`config.mk`:
```
export PLATFORM = sky130hd
export DESIGN_NAME = ln_stat_collector
export DESIGN_NICKNAME = d
export VERILOG_FILES = /design/src/rtl/ln_pkg.sv /design/src/rtl/ln_beat_reduce.sv /design/src/rtl/ln_stat_collector.sv
export SDC_FILE = /design/constraint.sdc
export NUM_CORES = 2
export LEC_CHECK = 0
export CAP_MARGIN = 10
export CORE_ASPECT_RATIO = 1.2
export CORE_UTILIZATION = 45
export DETAILED_ROUTE_END_ITERATION = 7
export SLEW_MARGIN = 20
export SYNTH_ARGS = -nofsm -noshare
export SYNTH_HDL_FRONTEND = slang
export SYNTH_SLANG_ARGS = --single-unit
```
`constraint.sdc`:
```
create_clock -name clk -period 10.5 [get_ports clk]
set_input_delay 1.575 -clock clk [delete_from_list [all_inputs] [get_ports clk]]
set_output_delay 1.575 -clock clk [all_outputs]
set_load 0.05 [all_outputs]
```
`src/rtl/ln_pkg.sv`:
```
// ln_pkg: definitions shared by ln_stat_collector and layer_norm.
//   STAT_W / MEAN_FRAC / VAR_FRAC : format of the packed per-token statistics
//   LN_NUM_DEF / LOG2N            : default token length and its log2
//   ln_stat_t                     : LUT word {var_q, mean_q}; layer_norm unpacks with the same type
//   ln_state_e                    : collector FSM states
package ln_pkg;
  localparam int STAT_W     = 16;
  localparam int MEAN_FRAC  = 8;
  localparam int VAR_FRAC   = 0;
  localparam int LN_NUM_DEF = 256;
  localparam int LOG2N      = $clog2(LN_NUM_DEF);

  typedef struct packed {
    logic [STAT_W-1:0] var_q;
    logic [STAT_W-1:0] mean_q;
  } ln_stat_t;

  typedef enum logic [1:0] {ACC, CALC, WRITE} ln_state_e;
endpackage

```
`src/rtl/ln_beat_reduce.sv`:
```
// ln_beat_reduce: combinational sum and sum-of-squares of one input beat.
//   data_i  : DATA_DEPTH signed elements, element k at [k*INT_WIDTH +: INT_WIDTH]
//   sum_o   : signed sum,  INT_WIDTH+log2(DATA_DEPTH) bits
//   sumsq_o : unsigned sum of squares, 2*INT_WIDTH+log2(DATA_DEPTH) bits
module ln_beat_reduce #(
  parameter int DATA_DEPTH = 8,
  parameter int INT_WIDTH  = 8
) (
  input  logic [DATA_DEPTH*INT_WIDTH-1:0]                  data_i,
  output logic signed [INT_WIDTH+$clog2(DATA_DEPTH)-1:0]   sum_o,
  output logic [2*INT_WIDTH+$clog2(DATA_DEPTH)-1:0]        sumsq_o
);
  localparam int RSW = INT_WIDTH + $clog2(DATA_DEPTH);
  localparam int RQW = 2*INT_WIDTH + $clog2(DATA_DEPTH);
  localparam int PW  = 2*INT_WIDTH;

  logic signed [PW-1:0] elem_x;
  logic signed [PW-1:0] prod;

  // Written as a loop; synthesis balances it into an adder tree.
  always_comb begin
    sum_o   = '0;
    sumsq_o = '0;
    elem_x  = '0;
    prod    = '0;
    for (int k = 0; k < DATA_DEPTH; k++) begin
      elem_x  = PW'($signed(data_i[k*INT_WIDTH +: INT_WIDTH]));
      prod    = elem_x * elem_x;  // square of a signed element, never negative
      sum_o   = sum_o + RSW'($signed(data_i[k*INT_WIDTH +: INT_WIDTH]));
      sumsq_o = sumsq_o + RQW'($unsigned(prod));
    end
  end
endmodule

```
`src/rtl/ln_stat_collector.sv`:
```
// ln_stat_collector: accumulates per-token sum / sum-of-squares over LN_NUM
// elements and writes {var, mean} for each token into layer_norm's stat LUT.
//   clk, rst_n  : clock, async active-low reset
//   seq_clr     : clears token index and discards any partial token
//   valid_in / in_ready / input_data : beat input (DATA_DEPTH elements)
//   lut_wen / lut_addr / lut_wdata   : one write per completed token
//   tok_done    : mirrors lut_wen
module ln_stat_collector
  import ln_pkg::*;
#(
  parameter int DATA_DEPTH = 8,
  parameter int INT_WIDTH  = 8,
  parameter int LN_NUM     = LN_NUM_DEF,
  parameter int LUT_DEPTH  = 256
) (
  input  logic                            clk,
  input  logic                            rst_n,
  input  logic                            seq_clr,
  input  logic                            valid_in,
  output logic                            in_ready,
  input  logic [DATA_DEPTH*INT_WIDTH-1:0] input_data,
  output logic                            lut_wen,
  output logic [$clog2(LUT_DEPTH)-1:0]    lut_addr,
  output logic [2*STAT_W-1:0]             lut_wdata,
  output logic                            tok_done
);
  localparam int BEATS = LN_NUM / DATA_DEPTH;
  localparam int BW    = (BEATS > 1) ? $clog2(BEATS) : 1;
  localparam int AW    = $clog2(LUT_DEPTH);
  localparam int L2N   = $clog2(LN_NUM);
  localparam int LD    = $clog2(DATA_DEPTH);
  localparam int SW    = INT_WIDTH + L2N;
  localparam int QW    = 2*INT_WIDTH + L2N;
  localparam int RSW   = INT_WIDTH + LD;
  localparam int RQW   = 2*INT_WIDTH + LD;
  localparam int DW    = QW + L2N + 1;
  localparam int MSH   = L2N - MEAN_FRAC;
  localparam int VSH   = 2*L2N - VAR_FRAC;
  localparam int EW    = 64;
  localparam logic signed [EW-1:0] SMAX = (64'sd1 <<< (STAT_W-1)) - 64'sd1;
  localparam logic signed [EW-1:0] SMIN = -(64'sd1 <<< (STAT_W-1));

  ln_state_e              state_q;
  logic [BW-1:0]          beat_cnt_q;
  logic [AW-1:0]          idx_q;
  logic signed [SW-1:0]   sum_q, sum_d;
  logic [QW-1:0]          sumsq_q, sumsq_d;
  ln_stat_t               stat_q;
  logic                   wen_q;

  logic signed [RSW-1:0]  beat_sum;
  logic [RQW-1:0]         beat_sq;

  ln_beat_reduce #(.DATA_DEPTH(DATA_DEPTH), .INT_WIDTH(INT_WIDTH)) u_reduce (
    .data_i  (input_data),
    .sum_o   (beat_sum),
    .sumsq_o (beat_sq)
  );

  assign sum_d   = sum_q + SW'(beat_sum);
  assign sumsq_d = sumsq_q + QW'(beat_sq);

  // Mean: arithmetic shift floors, then clamp into signed STAT_W.
  logic signed [SW-1:0] mean_sh;
  logic signed [EW-1:0] mean_ext;
  logic [STAT_W-1:0]    mean_d;
  assign mean_sh  = sum_q >>> MSH;
  assign mean_ext = EW'(mean_sh);
  always_comb begin
    mean_d = mean_ext[STAT_W-1:0];
    if (mean_ext > SMAX)      mean_d = SMAX[STAT_W-1:0];
    else if (mean_ext < SMIN) mean_d = SMIN[STAT_W-1:0];
  end

  // Variance: N*sumsq - sum^2 is N^2*var exactly and never negative,
  // so the whole datapath stays unsigned after the single multiply.
  logic signed [2*SW-1:0] sum_ext;
  logic [2*SW-1:0]        sq;
  logic [DW-1:0]          d, v_sh;
  logic [STAT_W-1:0]      var_d;
  assign sum_ext = (2*SW)'(sum_q);
  assign sq      = sum_ext * sum_ext;
  assign d       = {1'b0, sumsq_q, {L2N{1'b0}}} - {1'b0, sq};
  assign v_sh    = d >> VSH;
  assign var_d   = (|v_sh[DW-1:STAT_W]) ? {STAT_W{1'b1}} : v_sh[STAT_W-1:0];

  always_ff @(posedge clk or negedge rst_n) begin
    if (!rst_n) begin
      state_q    <= ACC;
      beat_cnt_q <= '0;
      idx_q      <= '0;
      sum_q      <= '0;
      sumsq_q    <= '0;
      stat_q     <= '0;
      wen_q      <= 1'b0;
    end else if (seq_clr) begin
      state_q    <= ACC;
      beat_cnt_q <= '0;
      idx_q      <= '0;
      sum_q      <= '0;
      sumsq_q    <= '0;
      wen_q      <= 1'b0;
    end else begin
      case (state_q)
        ACC: if (valid_in) begin
          sum_q   <= sum_d;
          sumsq_q <= sumsq_d;
          if (beat_cnt_q == BW'(BEATS-1)) begin
            beat_cnt_q <= '0;
            state_q    <= CALC;
          end else begin
            beat_cnt_q <= beat_cnt_q + BW'(1);
          end
        end
        CALC: begin
          stat_q.mean_q <= mean_d;
          stat_q.var_q  <= var_d;
          wen_q         <= 1'b1;
          state_q       <= WRITE;
        end
        WRITE: begin
          wen_q   <= 1'b0;
          sum_q   <= '0;
          sumsq_q <= '0;
          idx_q   <= (idx_q == AW'(LUT_DEPTH-1)) ? '0 : idx_q + AW'(1);
          state_q <= ACC;
        end
        default: state_q <= ACC;
      endcase
    end
  end

  assign in_ready  = (state_q == ACC);
  // seq_clr must kill the write in the same cycle, so it gates the strobe directly.
  assign lut_wen   = wen_q & ~seq_clr;
  assign tok_done  = lut_wen;
  assign lut_addr  = idx_q;
  assign lut_wdata = stat_q;
endmodule

```
==> flow_summary.yaml <==
routing:
  initialDrtViolationCount: 942
  avgViaCountPerCell: 4.913
  routedWlPerCell_um: 16.24
  dr.pass1.iters: 4
  dr_total_vias: 26610
  drc: 0
  drt_wl_total_um: 87990
  ant_nets: 0
grt:
  grt-busiest-layer: "met2"
  grt_pass1_wl_um: 146500
  antenna_found_initial: 3
  grt_max_degree: 78
  grt_pass1_vias: 28450
  met2_usage_pct: 43.11
  met3_usage_pct: 1.572
  track_usage_pct: 22.93
  met1_usage_pct: 27.46
  grt-ovfl-total: 0
layout:
  multi_input_area_um2: 30120
  seqCellArea_um2: 2202
  fin_nets: 5586
  n_fill_cell: 7264
  syn_to_final_growth_pct: 17.80
  drive_gt1_share_pct: 14.53
clock_network:
  clkTransAtPathRegs_ns: 0.07
  htree_levels: 3
  cts_sinks: 88
  cts_made_buffers: 9
  clockBufferDepth: 2
  cts_tree: "yes"
  insertion_delay_ns: 0.37
  cts_root_buffer: "clkbuf_16"
yosys:
  synthDistinctLibCells: 82
  ys_seq_elements: 88
  avgSynthCellArea_um2: 9.133
  ys.flop_type: "dfrtp_1"
  synthesis.nets: 5114
  netlist_instances: 3914
  netlist_area_um2: 35750
  synth_edf_count: 0
  synth_async_sr_flop_share_pct: 100.0
  ys_seq_area_share_pct: 6.160
  ys_warn_count: 0
setup_path:
  r2r_cells: 28
  r2r_end: "lut_wdata[18]$_DFFE_PN0P_"
  ff2ff_setup_slack_ns: 1.26
  critical_path.slowest_cell: "fa_1"
  worstPathRequired_ns: 10.74
  crit_top_cell: "fa_1"
  critPathMaxFanout: 8
  endpoint_kind: "flip-flop"
  start_kind: "input pin"
  arrival_ns: 10.40
  worst_path_largest_cell_delay_ns: 0.50
  r2r-start: "mean_sh[10]$_DFFE_PN0P_"
  critical_path_class: "input pin to flip-flop"
sta:
  timing.final.crit_share_pct: 96.80
  finalHoldWorstSlack_ns: 0.4712
  clock-skew-final_ns: 0.01426
  slew_headroom_pct: 30.32
  fin_setup_tns_ns: 0
  fin_crit_ns: 10.16
  tightest_slew_ns: 1.038
  hold_viol: 0
  setup_viol: 0
  rsz0062_at_grt: "true"
  slew_viol_final: 0
  timing.fmax_ghz: 0.09839
min_path:
  min_to: "lut_wdata[14]$_DFFE_PN0P_"
  hp-class: "flip-flop to flip-flop"
  min-delay-start: "lut_wdata[14]$_DFFE_PN0P_"
  min_path_cells: 2
die:
  ios: 111
  rows: 112
  die_area_um2: 80570
  die_w_um: 259.3
  start_util_pct: 45.71
  die_h_um: 310.7
  coreArea_um2: 78200
status:
  status: "finished, final reports clean"
place:
  place.detailed.hpwl_um: 77990
  gp_congestion: 0.9167
  portBuffers: 110
job:
  drv_cap: 0
## through the flow
step / cells / util [%] / cell area [um2] / setup slack (ns)
after floorplan: 3914 / - / 35750 / 0.003281
after global placement: 5386 / 52.46 / 41020 / -0.7737
after detailed placement: 5386 / 52.46 / 41020 / -0.9082
after CTS: 5409 / 53.28 / 41660 / 0.0006981
after global routing: 5416 / 53.85 / 42110 / -0.05560
final: 5417 / 53.85 / 42110 / 0.3359
## worst max-delay path: cells and delay by family
kind	cells	cell delay (ns)
AOI/OAI and AO/OA	12	2.08
and+or+nand+nor	5	0.56
adders and majority gates	12	4.81
xor gates and xnor gates	3	0.40
buffers and inverters	10	0.98
## layout make-up
class | instances | share of cell area, %
Multi-Input combinational cell | 2745 | 71.53
Timing Repair Buffer | 550 | 10.66
Inverter | 992 | 8.842
Sequential cell | 88 | 5.229
Tap cell | 1026 | 3.048
Clock buffer | 10 | 0.5437
Clock inverter | 5 | 0.1396
Antenna cell | 1 | 0.005942
## per-layer routing
layer	wire length (um)	vias up
met5	38	-
met4	3094	6
met3	2177	112
met2	47840	358
met1	34840	13220
li1	-	12920
## worst max path at each step
| stage | startpoint | to | slack, ns | depth (start not counted) |
|---|---|---|---|---|
| floorplan | input_data[15] | sumsq_q[20]$_DFFE_PN0P_ | 0.003 | 44 |
| global placement | input_data[15] | sumsq_q[21]$_DFFE_PN0P_ | -0.77 | 41 |
| detailed placement | input_data[11] | sumsq_q[19]$_DFFE_PN0P_ | -0.91 | 42 |
| CTS | input_data[10] | sumsq_q[19]$_DFFE_PN0P_ | 0.0007 | 41 |
| global route | input_data[0] | sumsq_q[22]$_DFFE_PN0P_ | -0.06 | 43 |
| finish | input_data[8] | sumsq_q[22]$_DFFE_PN0P_ | 0.34 | 42 |
## cell usage in the layout, fill, tap and decap left out, types with 10 or more instances in the layout
master and instances:
dlymetal6s2s_1 15, a21o_1 48, nand2_1 277, inv_1 978, o21bai_1 45, a31oi_1 10
nor2b_1 50, ha_1 393, clkdlybuf4s50_1 80, o21ai_0 66, xnor2_2 15, ha_4 15
buf_4 424, or3_1 11, nor3_1 28, buf_6 14, and3_1 20, o21a_1 13
o22a_1 11, xnor2_1 195, nand2b_1 53, fa_1 721, nand3_1 47, clkbuf_2 12
a21oi_1 133, a21oi_2 29, dfrtp_1 88, and2_1 146, or2_2 14, nor2_1 147
xor2_1 60, o21ai_1 11
## cell families after synthesis
kind of cell               synth area share, %
AOI/OAI and AO/OA                        9.111
adders and majority gates                54.78
muxes                                   0.2625
buffers and inverters                    11.40
DFF                                      6.160
xor gates and xnor gates                 6.713
and+or+nand+nor                          11.57
## flip-flops by register name, indices dropped and copies added, names as in the netlist
name	flops
lut_addr	8
wen_q	1
mean_sh	16
state_q	2
sumsq_q	24
beat_cnt_q	5
lut_wdata	32
## synthesized netlist by cell type, drive strengths merged, types with 7 or more instances
cell	n	share of area, %
and3	21	0.38
o2111ai	10	0.25
o21bai	46	0.97
o31ai	11	0.28
a31oi	13	0.27
clkbuf	84	0.88
nand2	279	2.9
inv	986	10
o21a	13	0.27
o41ai	10	0.27
a21o	48	1.0
nor3	29	0.41
ha	410	14
or2	16	0.28
a31o	8	0.20
o22a	11	0.27
nand4	7	0.12
xnor2	210	5.1
nor2b	54	0.95
o21ai	83	1.2
nand3	49	0.69
xor2	64	1.6
fa	722	40
a211oi	8	0.20
a21boi	13	0.28
a41oi	7	0.19
a21oi	162	2.3
or3	11	0.19
nor2	154	1.6
dfrtp	88	6.2
nand2b	53	0.93
and2	155	2.7
## what timing repair did
item	4_1_cts	5_1_grt
pin swaps	45	75
buffers inserted	8	7
setup endpoints to repair	9	10
gates resized for setup	83	129
hold buffers	0	0
Power is not shown: default switching activity piles up to over one toggle a cycle in this logic, so the estimate is an artifact.
